==> src/rtl/riscv_pkg.sv <==
// Shared fetch-stage definitions: instruction constants, fault causes, FSM states.
package riscv_pkg;

  localparam logic [31:0] NOP_INSTR        = 32'h0000_0013;
  localparam logic [31:0] DEFAULT_RESET_PC = 32'h0000_0000;

  typedef enum logic [1:0] {
    FETCH_FAULT_NONE     = 2'b00,
    FETCH_FAULT_MISALIGN = 2'b01,
    FETCH_FAULT_RANGE    = 2'b10
  } fetch_fault_e;

  typedef enum logic {
    ST_RUN  = 1'b0,
    ST_HALT = 1'b1
  } fetch_state_e;

endpackage

==> src/rtl/instr_fetch_unit_if.sv <==
// Fetch-stage bus: redirect/stall/imem inputs and IF register / fault outputs.
interface instr_fetch_unit_if;
  logic        redirect_valid_i;
  logic [31:0] redirect_pc_i;
  logic        stall_i;
  logic [31:0] instr_i;
  logic        imem_error_i;
  logic [31:0] pc_o;
  logic        if_valid_o;
  logic [31:0] if_pc_o;
  logic [31:0] if_pc_plus4_o;
  logic [31:0] if_instr_o;
  logic        fault_o;
  logic [1:0]  fault_cause_o;
  logic [31:0] fault_pc_o;
  logic [31:0] fetch_count_o;

  // Fetch unit side
  modport master (
    input  redirect_valid_i, redirect_pc_i, stall_i, instr_i, imem_error_i,
    output pc_o, if_valid_o, if_pc_o, if_pc_plus4_o, if_instr_o,
           fault_o, fault_cause_o, fault_pc_o, fetch_count_o
  );

  // Memory / decode / branch-unit side
  modport slave (
    output redirect_valid_i, redirect_pc_i, stall_i, instr_i, imem_error_i,
    input  pc_o, if_valid_o, if_pc_o, if_pc_plus4_o, if_instr_o,
           fault_o, fault_cause_o, fault_pc_o, fetch_count_o
  );
endinterface

==> src/rtl/fetch_next_pc.sv <==
// Priority mux for the fetch stage: misaligned redirect > redirect > stall > range error > sequential.
module fetch_next_pc
  import riscv_pkg::*;
(
  input  logic [31:0]  pc_i,
  input  logic         redirect_valid_i,
  input  logic [31:0]  redirect_pc_i,
  input  logic         stall_i,
  input  logic         range_err_i,
  output logic [31:0]  next_pc_o,
  output logic         capture_o,
  output logic         hold_o,
  output fetch_fault_e fault_cause_o,
  output logic [31:0]  fault_addr_o
);

  // Select the single action taken this cycle; a redirect masks stall and range errors.
  always_comb begin
    next_pc_o     = pc_i;
    capture_o     = 1'b0;
    hold_o        = 1'b0;
    fault_cause_o = FETCH_FAULT_NONE;
    fault_addr_o  = pc_i;
    if (redirect_valid_i && (redirect_pc_i[1:0] != 2'b00)) begin
      fault_cause_o = FETCH_FAULT_MISALIGN;
      fault_addr_o  = redirect_pc_i;
    end else if (redirect_valid_i) begin
      next_pc_o = redirect_pc_i;
    end else if (stall_i) begin
      hold_o = 1'b1;
    end else if (range_err_i) begin
      fault_cause_o = FETCH_FAULT_RANGE;
    end else begin
      capture_o = 1'b1;
      next_pc_o = pc_i + 32'd4;
    end
  end

endmodule

==> src/rtl/instr_fetch_unit.sv <==
// Fetch stage: PC register, IF register, fetch counter and RUN/HALT fault FSM.
module instr_fetch_unit
  import riscv_pkg::*;
#(
  parameter logic [31:0] RESET_PC   = DEFAULT_RESET_PC,
  parameter int          IMEM_BYTES = 1024
) (
  input  logic               clk_i,
  input  logic               rst_i,
  instr_fetch_unit_if.master bus
);

  localparam logic [31:0] LAST_PC = 32'(IMEM_BYTES - 4);

  fetch_state_e state_q;
  logic [31:0]  pc_q;
  logic         if_valid_q;
  logic [31:0]  if_pc_q;
  logic [31:0]  if_pc_plus4_q;
  logic [31:0]  if_instr_q;
  logic         fault_q;
  logic [1:0]   fault_cause_q;
  logic [31:0]  fault_pc_q;
  logic [31:0]  fetch_count_q;

  logic         range_err;
  logic [31:0]  pc_d;
  logic         capture_d;
  logic         hold_d;
  fetch_fault_e fault_cause_d;
  logic [31:0]  fault_pc_d;

  // Out-of-range fetch: memory flags it, or the PC is past the last word.
  assign range_err = bus.imem_error_i || (pc_q > LAST_PC);

  fetch_next_pc u_next_pc (
    .pc_i             (pc_q),
    .redirect_valid_i (bus.redirect_valid_i),
    .redirect_pc_i    (bus.redirect_pc_i),
    .stall_i          (bus.stall_i),
    .range_err_i      (range_err),
    .next_pc_o        (pc_d),
    .capture_o        (capture_d),
    .hold_o           (hold_d),
    .fault_cause_o    (fault_cause_d),
    .fault_addr_o     (fault_pc_d)
  );

  // RUN/HALT FSM with PC, IF register, counter and sticky fault state.
  always_ff @(posedge clk_i or posedge rst_i) begin
    if (rst_i) begin
      state_q       <= ST_RUN;
      pc_q          <= RESET_PC;
      if_valid_q    <= 1'b0;
      if_pc_q       <= 32'h0000_0000;
      if_pc_plus4_q <= 32'h0000_0004;
      if_instr_q    <= NOP_INSTR;
      fault_q       <= 1'b0;
      fault_cause_q <= FETCH_FAULT_NONE;
      fault_pc_q    <= 32'h0000_0000;
      fetch_count_q <= 32'h0000_0000;
    end else begin
      case (state_q)
        ST_RUN: begin
          if (fault_cause_d != FETCH_FAULT_NONE) begin
            state_q       <= ST_HALT;
            fault_q       <= 1'b1;
            fault_cause_q <= fault_cause_d;
            fault_pc_q    <= fault_pc_d;
            if_valid_q    <= 1'b0;
          end else begin
            pc_q <= pc_d;
            if (capture_d) begin
              if_valid_q    <= 1'b1;
              if_pc_q       <= pc_q;
              if_pc_plus4_q <= pc_q + 32'd4;
              if_instr_q    <= bus.instr_i;
              fetch_count_q <= fetch_count_q + 32'd1;
            end else if (!hold_d) begin
              if_valid_q <= 1'b0;
            end
          end
        end
        ST_HALT: begin
          if_valid_q <= 1'b0;
        end
        default: begin
          state_q <= ST_HALT;
        end
      endcase
    end
  end

  assign bus.pc_o          = pc_q;
  assign bus.if_valid_o    = if_valid_q;
  assign bus.if_pc_o       = if_pc_q;
  assign bus.if_pc_plus4_o = if_pc_plus4_q;
  assign bus.if_instr_o    = if_instr_q;
  assign bus.fault_o       = fault_q;
  assign bus.fault_cause_o = fault_cause_q;
  assign bus.fault_pc_o    = fault_pc_q;
  assign bus.fetch_count_o = fetch_count_q;

endmodule

==> src/flat_wrapper.sv <==
// flat-port wrapper written by rule: the top's interface ports become plain ports
module instr_fetch_unit_flat import riscv_pkg::*;
#(
  parameter logic [31:0] RESET_PC   = DEFAULT_RESET_PC,
  parameter int          IMEM_BYTES = 1024
)
  (clk_i, rst_i, bus_redirect_valid_i, bus_redirect_pc_i, bus_stall_i, bus_instr_i, bus_imem_error_i, bus_pc_o, bus_if_valid_o, bus_if_pc_o, bus_if_pc_plus4_o, bus_if_instr_o, bus_fault_o, bus_fault_cause_o, bus_fault_pc_o, bus_fetch_count_o);
  instr_fetch_unit_if bus_i ();
  input  logic clk_i;
  input  logic rst_i;
  input wire logic [$bits(bus_i.redirect_valid_i)-1:0] bus_redirect_valid_i;
  input wire logic [$bits(bus_i.redirect_pc_i)-1:0] bus_redirect_pc_i;
  input wire logic [$bits(bus_i.stall_i)-1:0] bus_stall_i;
  input wire logic [$bits(bus_i.instr_i)-1:0] bus_instr_i;
  input wire logic [$bits(bus_i.imem_error_i)-1:0] bus_imem_error_i;
  output wire logic [$bits(bus_i.pc_o)-1:0] bus_pc_o;
  output wire logic [$bits(bus_i.if_valid_o)-1:0] bus_if_valid_o;
  output wire logic [$bits(bus_i.if_pc_o)-1:0] bus_if_pc_o;
  output wire logic [$bits(bus_i.if_pc_plus4_o)-1:0] bus_if_pc_plus4_o;
  output wire logic [$bits(bus_i.if_instr_o)-1:0] bus_if_instr_o;
  output wire logic [$bits(bus_i.fault_o)-1:0] bus_fault_o;
  output wire logic [$bits(bus_i.fault_cause_o)-1:0] bus_fault_cause_o;
  output wire logic [$bits(bus_i.fault_pc_o)-1:0] bus_fault_pc_o;
  output wire logic [$bits(bus_i.fetch_count_o)-1:0] bus_fetch_count_o;
  assign bus_i.redirect_valid_i = bus_redirect_valid_i;
  assign bus_i.redirect_pc_i = bus_redirect_pc_i;
  assign bus_i.stall_i = bus_stall_i;
  assign bus_i.instr_i = bus_instr_i;
  assign bus_i.imem_error_i = bus_imem_error_i;
  assign bus_pc_o = bus_i.pc_o;
  assign bus_if_valid_o = bus_i.if_valid_o;
  assign bus_if_pc_o = bus_i.if_pc_o;
  assign bus_if_pc_plus4_o = bus_i.if_pc_plus4_o;
  assign bus_if_instr_o = bus_i.if_instr_o;
  assign bus_fault_o = bus_i.fault_o;
  assign bus_fault_cause_o = bus_i.fault_cause_o;
  assign bus_fault_pc_o = bus_i.fault_pc_o;
  assign bus_fetch_count_o = bus_i.fetch_count_o;
  instr_fetch_unit #(.RESET_PC(RESET_PC), .IMEM_BYTES(IMEM_BYTES)) u_core (.clk_i(clk_i), .rst_i(rst_i), .bus(bus_i));
endmodule
==> config.mk <==
export PLATFORM = sky130hd
export DESIGN_NAME = instr_fetch_unit_flat
export DESIGN_NICKNAME = d
export VERILOG_FILES = /design/src/rtl/riscv_pkg.sv /design/src/rtl/instr_fetch_unit_if.sv /design/src/rtl/fetch_next_pc.sv /design/src/rtl/instr_fetch_unit.sv /design/src/flat_wrapper.sv
export SDC_FILE = /design/constraint.sdc
export NUM_CORES = 1
export LEC_CHECK = 0
export CAP_MARGIN = 30
export CORE_ASPECT_RATIO = 1.5
export CORE_MARGIN = 8
export CORE_UTILIZATION = 49
export CTS_CLUSTER_SIZE = 16
export DETAILED_ROUTE_END_ITERATION = 8
export GPL_TIMING_DRIVEN = 0
export MAX_ROUTING_LAYER = met4
export PLACE_DENSITY = 0.85
export SYNTH_ARGS = -nofsm -noshare
export SYNTH_HDL_FRONTEND = slang
export SYNTH_SLANG_ARGS = --single-unit
==> constraint.sdc <==
create_clock -name clk_i -period 20.4 [get_ports clk_i]
set_input_delay 6.12 -clock clk_i [delete_from_list [all_inputs] [get_ports clk_i]]
set_output_delay 6.12 -clock clk_i [all_outputs]
set_load 0.005 [all_outputs]
==> reports/results.md <==
• result of the run: complete, no violations
• number of I/O pins: 265
• final setup violation count: 0
• largest cells by area after synthesis: dfrtp_1 60%, nand2_1 8.3%, and2_1 3.7%, mux2i_1 3.4%, mux2_2 3.1%
• final total negative setup slack: 0 ns
• wire length of the first global-routing pass: 36000 microns
• most instantiated flip-flop cell in the synthesis netlist: dfrtp_1
• worst slack at placement: 11.69 ns
• class of the tightest hold or removal check: flip-flop to flip-flop
• CTS Hold Bufs: 0
• P&R area growth vs syn: 44.2%
• vias in the first global route: 6653
• remaining antenna violation count: 0
• final-report max-slew violation count: 0
• floorplan die area: 0.0206 sq mm
• minimum setup slack in the final design: 12.17 ns
• Tightest Pin Transition: 1.07 ns
• Finished Core Util: 0.713
• Max Clk Rate: 122 MHz
• kind of critical path: input port to flip-flop
• beginning of the critical path: bus_imem_error_i
• TritonCTS clock tree: built
• overall power: 0.000821 W
• master cell of the clock root buffer: clkbuf_16
• Reg2Reg Capture Point: u_core.bus.if_pc_o[5]
• Global Route Usage Sum: 0.233
• setup fix buffers added after clock tree synthesis: 0
• Die Height: 172 microns
• largest vdd supply drop: 0.0000553 V
• post-CTS sizing: 0
• part of the power in the clock network: 0.398
• Hold Path Cell Cnt: 2
• final estimated routing congestion in global placement: 0.817
• count of synthesis-stage warnings from yosys: 0
• Syn Inst Count: 719
• clock network latency to the later pin of the worst-skew pair: 0.43 ns
• area of the mapped netlist: 0.00794 sq mm
• number of design rule violations left after detail routing: 0
• Clock Path Buffers: 2
• final period utilization: 0.403
• Netlist cell types: 46
• Static Leak: 5.27 nW
• count of inserted antenna diode cells: 0
• setup repair after global routing missed its margin: no
• launching element type of the critical path: input port
• share of the yosys chip area belonging to registers: 0.615
• maximum number of pins on one net before global-route repair: 107
• final count of hold timing violations: 0
• via count: 6299
• final-stage net count: 1073
• Buffers on Ports: 263
• P_sw: 0.000206 W
• proportion of layout cells with a drive suffix above 1: 0.0847
• internal power: 0.000614 W
• flip-flop and latch count after synthesis: 195
• part of the total power dissipated in sequential elements: 0.501
• core region area: 0.0160 sq mm
• Fill cells: 1225
• Worst Hold Margin: 0.458 ns
• count of max-cap constraint violations: 0
• EDFF count, synth: 0
• count of standard-cell rows: 57
• endpoint type of the worst setup path: flip-flop
• fraction of registers with async set/reset: 1.00
• Routed wire per std cell: 19.0 microns
• effective utilization at floorplan: 0.495
• vias per cell: 5.16
• minimum clock period: 8.23 ns
• H-tree lvl count: 4
• post-synth top area cell: dfrtp_1
• antenna violations before repair: 0
• path depth of the worst reg2reg path: 7
• required arrival time at the worst endpoint: 20.76 ns
• Worst Setup EP: u_core.bus.if_pc_o[5]
• DP HPWL: 17500 microns
• remaining max-slew budget at the tightest pin: 0.280
• number of buffers added by the clock tree synthesis step: 17
• router iterations before antenna repair: 4
• r2r setup slk: 17.70 ns
• Post-Synthesis Net Count: 790
• maximum fanout along the worst path: 10
• Worst EP arrival: 8.59 ns
• Worst Skew: 0.0117 ns
• area fraction of the dominant cell type after synthesis: 0.602
• total power per unit cell area: 71.7 mW/mm^2
• grt ovf: 0
• Net Sw Frac: 0.252
• final wirelength: 23300 microns
• Reg clk slew, reported paths: 0.07 ns
• combinational cell fraction of total power: 0.101
• Die Width: 120 microns
• startpoint of the lowest-slack register-to-register path: u_core.bus.pc_o[18]
• number of DRC markers in iteration 0: 387
• Avg Cell Area, Syn: 11.0 sq um
• # clock sinks: 195
[state kept, by name (all words and copies together), names as in the netlist]
| name | cells |
|---|---|
| u_core.bus.fault_cause_o | 2 |
| u_core.bus.fault_o | 1 |
| u_core.bus.fault_pc_o | 32 |
| u_core.bus.fetch_count_o | 32 |
| u_core.bus.if_instr_o | 32 |
| u_core.bus.if_pc_o | 30 |
| u_core.bus.if_pc_plus4_o | 32 |
| u_core.bus.if_valid_o | 1 |
| u_core.bus.pc_o | 32 |
| u_core.state_q | 1 |
[cells by family (layout without fill, tap and decap cells)]
kind of cell | Yosys count | after routing | share of synthesized area
AOI/OAI and AO/OA | 70 | 70 | 0.0578
xor gates and xnor gates | 36 | 36 | 0.0397
adders and majority gates | 2 | 2 | 0.00315
buffers and inverters | 51 | 347 | 0.0276
DFF | 195 | 195 | 0.615
muxes | 49 | 49 | 0.0652
and+or+nand+nor | 316 | 316 | 0.191
[through the flow]
step	instances	cell area (sq um)
after floorplan	719	7940
after global placement	1188	10800
after detailed placement	1189	10900
after CTS	1221	11400
after global routing	1221	11400
final	1221	11400
[final cells by class]
type                       count  area (sq um)  area share
timing repair buffer         264          2660       0.232
clock inverter                14           141      0.0124
multi-input combinational    473          2840       0.248
clock buffer                  18           439      0.0384
inverter                       8          37.5     0.00328
tap                          206           258      0.0225
sequential                   195          4880       0.427
buffer                        43           189      0.0165
[synthesized netlist by cell type (3+ instances only)]
cell type	instances
nand3_1	19
nor4_2	6
o31ai_1	5
a21oi_1	3
dfrtp_1	191
a21o_1	4
o21ai_0	39
nand2_1	176
a211o_1	3
and2_1	47
or3_1	3
nor3_1	16
dfstp_2	4
nor4_1	4
clkbuf_1	28
xor2_1	13
and3_1	6
nor2_1	14
nand4_1	12
inv_1	8
mux2_2	22
a221o_1	5
xnor2_1	23
mux2i_1	27
buf_2	10
or2_2	3
[how the worst min path moves through the flow]
stage,start,to,slack [ns]
finish,u_core.bus.if_instr_o[1],u_core.bus.if_instr_o[1],0.46
global route,u_core.bus.if_instr_o[0],u_core.bus.if_instr_o[0],0.48
CTS,u_core.bus.if_instr_o[1],u_core.bus.if_instr_o[1],0.46
detailed placement,u_core.bus.if_instr_o[1],u_core.bus.if_instr_o[1],0.45
global placement,u_core.bus.if_instr_o[1],u_core.bus.if_instr_o[1],0.45
floorplan,u_core.bus.if_instr_o[0],u_core.bus.if_instr_o[0],0.45
[cells in the final DEF, fill, tap and decap left out, drive strengths merged, types with 5 or more instances in the layout]
cell and instances:
inv 16, clkdlybuf4s50 263, a221o 5, xor2 13
mux2 22, o21ai 41, and2 47, and3 6
nor2 14, mux2i 27, xnor2 23, nand4 13
nand3 19, clkinv 6, nand2 176, o31ai 5
clkbuf 46, nor3 16, buf 16, dfrtp 191
nor4 10
[critical path, cell delays in order]
cell,delay (ns)
clkdlybuf4s50_1,0.41
nor4_2,0.25
nand4_2,0.25
nor3_1,0.37
clkbuf_1,0.49
clkbuf_1,0.50
nand2_1,0.11
nand2_1,0.08
[power groups by stage]
stage / combinational (W) / clock [W] / sequential, W
floorplan: 0.0000272 / 0 / 0.000418
finish: 0.0000826 / 0.000327 / 0.000411
CTS: 0.0000842 / 0.000333 / 0.000411
global route: 0.0000897 / 0.000349 / 0.000413
global placement: 0.0000809 / 0 / 0.000418
detailed placement: 0.0000838 / 0 / 0.000419
[layer usage]
layer  up-vias  routed length (microns)  GRT usage
met4         0                      935      0.113
met3        48                     1510     0.0608
met2       218                    11900      0.396
met1      3072                     8890      0.249
met5         -                        0          -
li1       2961                        -          -
(Power assumes the default switching activity.)
